===== src/rtl/servo_ramp_ctrl.sv =====
// Clamps commanded servo widths, slews toward them once per frame, drives PWM.
// Optional SERVO_PRESET_EN adds a switch-driven MID/MIN preset command.
module servo_ramp_ctrl #(
  parameter int FRAME_CYC = 500000,
  parameter int MIN_CYC   = 12500,
  parameter int MAX_CYC   = 60000,
  parameter int STEP_CYC  = 250,
  parameter int MID_CYC   = 30000
) (
  input  logic        clk_in,
  input  logic        rst,
`ifdef SERVO_PRESET_EN
  input  logic        switch,
`endif
  input  logic        cmd_valid,
  input  logic [19:0] cmd_width,
  output logic        cmd_ready,
  output logic [19:0] cur_width,
  output logic        pwm_out,
  output logic        frame_tick,
  output logic        busy
);

  localparam logic [19:0] FLAST = 20'(FRAME_CYC - 1);
  localparam logic [19:0] MINW  = 20'(MIN_CYC);
  localparam logic [19:0] MAXW  = 20'(MAX_CYC);
  localparam logic [19:0] STEPW = 20'(STEP_CYC);

  typedef enum logic {
    IDLE,
    RAMP
  } state_t;

  state_t      state;
  state_t      state_nx;
  logic [19:0] frame_cnt;
  logic [19:0] target;
  logic [19:0] target_nx;
  logic [19:0] cur_nx;
  logic [19:0] clamped;
  logic [19:0] diff;
  logic [19:0] step_w;
  logic [19:0] stepped;
  logic [19:0] ld_width;
  logic        ld_valid;
  logic        xfer;
  logic        go_up;

  assign frame_tick = (frame_cnt == FLAST);
  assign cmd_ready  = (state == IDLE);
  assign busy       = (state == RAMP);
  assign xfer       = cmd_valid && cmd_ready;

  always_ff @(posedge clk_in) begin
    if (rst) begin
      frame_cnt <= '0;
      pwm_out   <= 1'b0;
    end else begin
      frame_cnt <= frame_tick ? '0 : frame_cnt + 20'd1;
      pwm_out   <= (frame_cnt < cur_width);
    end
  end

  always_comb begin
    clamped = cmd_width;
    unique case (1'b1)
      (cmd_width < MINW): clamped = MINW;
      (cmd_width > MAXW): clamped = MAXW;
      default:            clamped = cmd_width;
    endcase
  end

  // Difference taken only in its non-negative direction, so no wrap.
  always_comb begin
    go_up   = (cur_width < target);
    diff    = go_up ? (target - cur_width)
                    : (cur_width - target);
    step_w  = (diff < STEPW) ? diff : STEPW;
    stepped = go_up ? (cur_width + step_w)
                    : (cur_width - step_w);
  end

`ifdef SERVO_PRESET_EN
  localparam logic [19:0] MIDW = 20'(MID_CYC);

  logic sw_s1;
  logic sw_s2;
  logic sw_prev;
  logic pend;
  logic pre_req;
  logic pre_go;

  assign pre_req = pend || (sw_s2 != sw_prev);
  assign pre_go  = pre_req && cmd_ready && !xfer;

  always_ff @(posedge clk_in) begin
    if (rst) begin
      sw_s1   <= 1'b0;
      sw_s2   <= 1'b0;
      sw_prev <= 1'b0;
      pend    <= 1'b0;
    end else begin
      sw_s1   <= switch;
      sw_s2   <= sw_s1;
      sw_prev <= sw_s2;
      pend    <= pre_req && !pre_go;
    end
  end

  // External transfer wins; preset waits for a free IDLE cycle.
  assign ld_valid = xfer || pre_go;
  assign ld_width = xfer ? clamped
                  : (sw_s2 ? MIDW : MINW);
`else
  assign ld_valid = xfer;
  assign ld_width = clamped;
`endif

  always_comb begin
    state_nx  = state;
    target_nx = target;
    cur_nx    = cur_width;
    case (state)
      IDLE: begin
        if (ld_valid && (ld_width != cur_width)) begin
          target_nx = ld_width;
          state_nx  = RAMP;
        end
      end
      RAMP: begin
        if (frame_tick) begin
          cur_nx = stepped;
          if (stepped == target) begin
            state_nx = IDLE;
          end
        end
      end
    endcase
  end

  always_ff @(posedge clk_in) begin
    if (rst) begin
      state     <= IDLE;
      target    <= MINW;
      cur_width <= MINW;
    end else begin
      state     <= state_nx;
      target    <= target_nx;
      cur_width <= cur_nx;
    end
  end

endmodule

===== config.mk =====
export PLATFORM = sky130hd
export DESIGN_NAME = servo_ramp_ctrl
export DESIGN_NICKNAME = d
export VERILOG_FILES = /design/src/rtl/servo_ramp_ctrl.sv
export SDC_FILE = /design/constraint.sdc
export NUM_CORES = 1
export LEC_CHECK = 0
export BUFFER_PORTS_ARGS = -buffer_cell sky130_fd_sc_hd__buf_2
export CORE_MARGIN = 10
export CORE_UTILIZATION = 45
export DETAILED_ROUTE_END_ITERATION = 7
export PLACE_DENSITY_LB_ADDON = 0.1
export SLEW_MARGIN = 20
export SYNTH_ARGS = -nofsm -noshare
export SYNTH_HDL_FRONTEND = slang
export SYNTH_SLANG_ARGS = --single-unit

===== constraint.sdc =====
create_clock -name clk_in -period 13.5 [get_ports clk_in]
set_input_delay 1.35 -clock clk_in [delete_from_list [all_inputs] [get_ports clk_in]]
set_output_delay 1.35 -clock clk_in [all_outputs]
set_load 0.02 [all_outputs]

==> impl_metrics.ini <==
[outcome]
status = finished clean

[worst_setup_path]
cpPeakStageDelay_ps = 690
critPathKind = reg2reg
reg2reg_from = cur_width[5]
critPathArrivalTime_ps = 9400
slowest_stage = nor2_4
endpoint_kind = flop
cp.required_ps = 13730
worstSetupStartpoint = cur_width[5]
path_max_fanout = 34
crit_top_cell = ha_1
startpoint_type = flop

[logic_synthesis]
async_reset_ff_share_pct = 0
synthMuxAreaShare_pct = 1.59
ys_seq_area_share_pct = 15.9
synth_cell_type_count = 84
yosys_warnings = 0
synthTopCellsByArea = dfxtp_1, ha_1, a21oi_1
synth_ff_type = dfxtp_1
yosysTopAreaCell = dfxtp_1
synth_common_cells = nand2_1, a21oi_1, nor2_1
synth_fp_nets = 1170
synth_top_family_by_area = compound AO/OA/AOI/OAI gates
synth_adder_area_share_pct = 13.4
synthCells = 1065
netlist_area_um2 = 7800
ys_ff_latch = 62
yosys.area_share.simple_pct = 25.6
synth_xor_area_share_pct = 7.89
syn_avg_cell_area_um2 = 7.32
yosysMostFrequentCell = nand2_1
synth_edf_count = 0
synth_top_area_share_pct = 15.9
synth-compound-area-share_pct = 29.6

[sta]
setup_slack_ps = 4330
finClkSkew_ps = 12.2
fin_crit_ps = 9170
slew_headroom_pct = 33.1
fin_crit_sh_pct = 67.9
hold_viol = 0
finalSetupViolCount = 0
rsz0062_at_grt = no
fmax_ghz = 0.109
tns_ps = 0
maxSlewViolCount = 0
worst_pin_slew_ps = 1000

[die]
std_cell_rows = 48
die_w_um = 152
dieArea_um2 = 23000
ioPinCount = 47
core_region_area_um2 = 17100
fp.dieH_um = 152
start_util_pct = 45.6

[layout]
syn2layout_area_growth_pct = 7.94
final_nets = 1178
antennaDiodeCount = 0
drive_gt1_share_pct = 8.54
n_fill_cell = 1714
final_area_um2 = 8420
utilization_pct = 49.2

[routing]
vias = 8062
drt-wirelength-per-cell_um = 21.1
drtIter0Drc = 822
drt-vias-per-instance = 6.19
routed_wl_um = 27500
route.detailed.drc = 0
antenna_left = 0
firstDrtPassIters = 5

[placed_design]
numPortBuffers = 46
place.gp.congestion = 0.955
place_area_um2 = 8110
place_ws_ps = 4560
hpwlAfterDp_um = 22000

[clocking]
cts_buffer_depth = 2
ctsResizeCount = 0
numClockSinks = 62
cts_htree_levels = 3
clk-insertion-delay-late_ps = 350
cts.hold.buffers_added = 0
cts-buffers-inserted = 9
post-cts-setup-buffers = 0
tritoncts = done
cts_root_buffer = clkbuf_16
path_clk_slew_ps = 60

[grt]
overflow = 0
track_usage_pct = 23.7
grt_pass1_vias = 7494
antenna_found_initial = 0
grt_pass1_wl_um = 42800
grt_max_degree = 39

[power]
power_density_nw_per_um2 = 89.5
irDropWorstVdd_uv = 63.9
p_leak_uw = 0.00361

[job]
cap_violations = 0

[worst_hold_path]
worstHoldStart = frame_cnt[0]
min_path_type = reg2reg
[final timing paths]
kind	end	slack, ps	cells after the start
setup reg to reg	cur_width[19]	4330	27
setup / recovery	cur_width[19]	4330	27
hold / removal	frame_cnt[0]	480	1
hold reg to reg	frame_cnt[0]	480	1
[cell usage in the layout, fill, tap and decap left out, drive strengths merged, types with 9 or more instances in the layout]
cell type	netlist	routed
dfxtp	62	62
and2	11	11
nor2b	16	16
inv	61	61
xor2	25	25
and3	17	17
a21oi	96	96
mux2i	9	9
buf	17	49
nor2	97	97
o21a	19	19
o21ai	58	58
a31oi	10	10
or2	11	11
nand2b	10	10
nand3	41	41
nor4	12	12
clkbuf	35	12
a211oi	13	13
ha	79	79
xnor2	35	35
or4	9	9
nand2	100	100
a21o	23	23
nor3	18	18
o211ai	24	24
nand4	20	20
or3	16	16
[sequential cells by signal (all words and copies together), names as in the netlist]
name,cells
target,20
busy,1
cur_width,20
frame_cnt,20
pwm_out,1
[per-stage QoR]
step | std cells | power [uW] | hold slack [ps]
after floorplan | 1065 | 428 | 437
after global placement | 1287 | 505 | 463
after detailed placement | 1287 | 500 | 468
after CTS | 1302 | 750 | 482
after global routing | 1302 | 792 | 498
final | 1302 | 753 | 476
[metal layers]
layer / wire length, um / vias to the layer above / GRT usage (%)
li1: - / 3933 / -
met3: 2070 / 56 / 4.37
met1: 12500 / 3730 / 32.2
met2: 12100 / 343 / 36.6
met5: 0 / - / 0
met4: 892 / 0 / 8.72
[power by group]
group	internal (uW)	total [uW]	switching, uW	leakage (uW)
combinational	120	313	193	0.00295
clock	157	248	91.3	0.000151
sequential	187	192	5.43	0.000504
total	464	753	289	0.00361
[critical path, delay by kind of cell (launching register included)]
family | cells | cell delay (ps)
DFF | 1 | 510
muxes | 2 | 760
AOI/OAI and AO/OA | 15 | 4100
buffers and inverters | 1 | 210
adders and majority gates | 3 | 1110
and+or+nand+nor | 6 | 2310
[kinds of logic after synthesis]
group | count (synthesis)
compound gates | 340
xor+xnor | 64
fa+ha+maj | 82
buf+inv | 113
flops | 62
mux | 12
simple gates | 392
[area by class of cell]
class / count / area, um2 / share of cell area [%]
tap: 225 / 282 / 3.34
clock inverter: 3 / 42.5 / 0.505
sequential: 62 / 1240 / 14.7
timing repair buffer: 49 / 253 / 3.00
clock buffer: 12 / 267 / 3.17
inverter: 61 / 229 / 2.72
multi-input combinational: 890 / 6100 / 72.5
No activity file was read; power rests on OpenSTA's default activity.
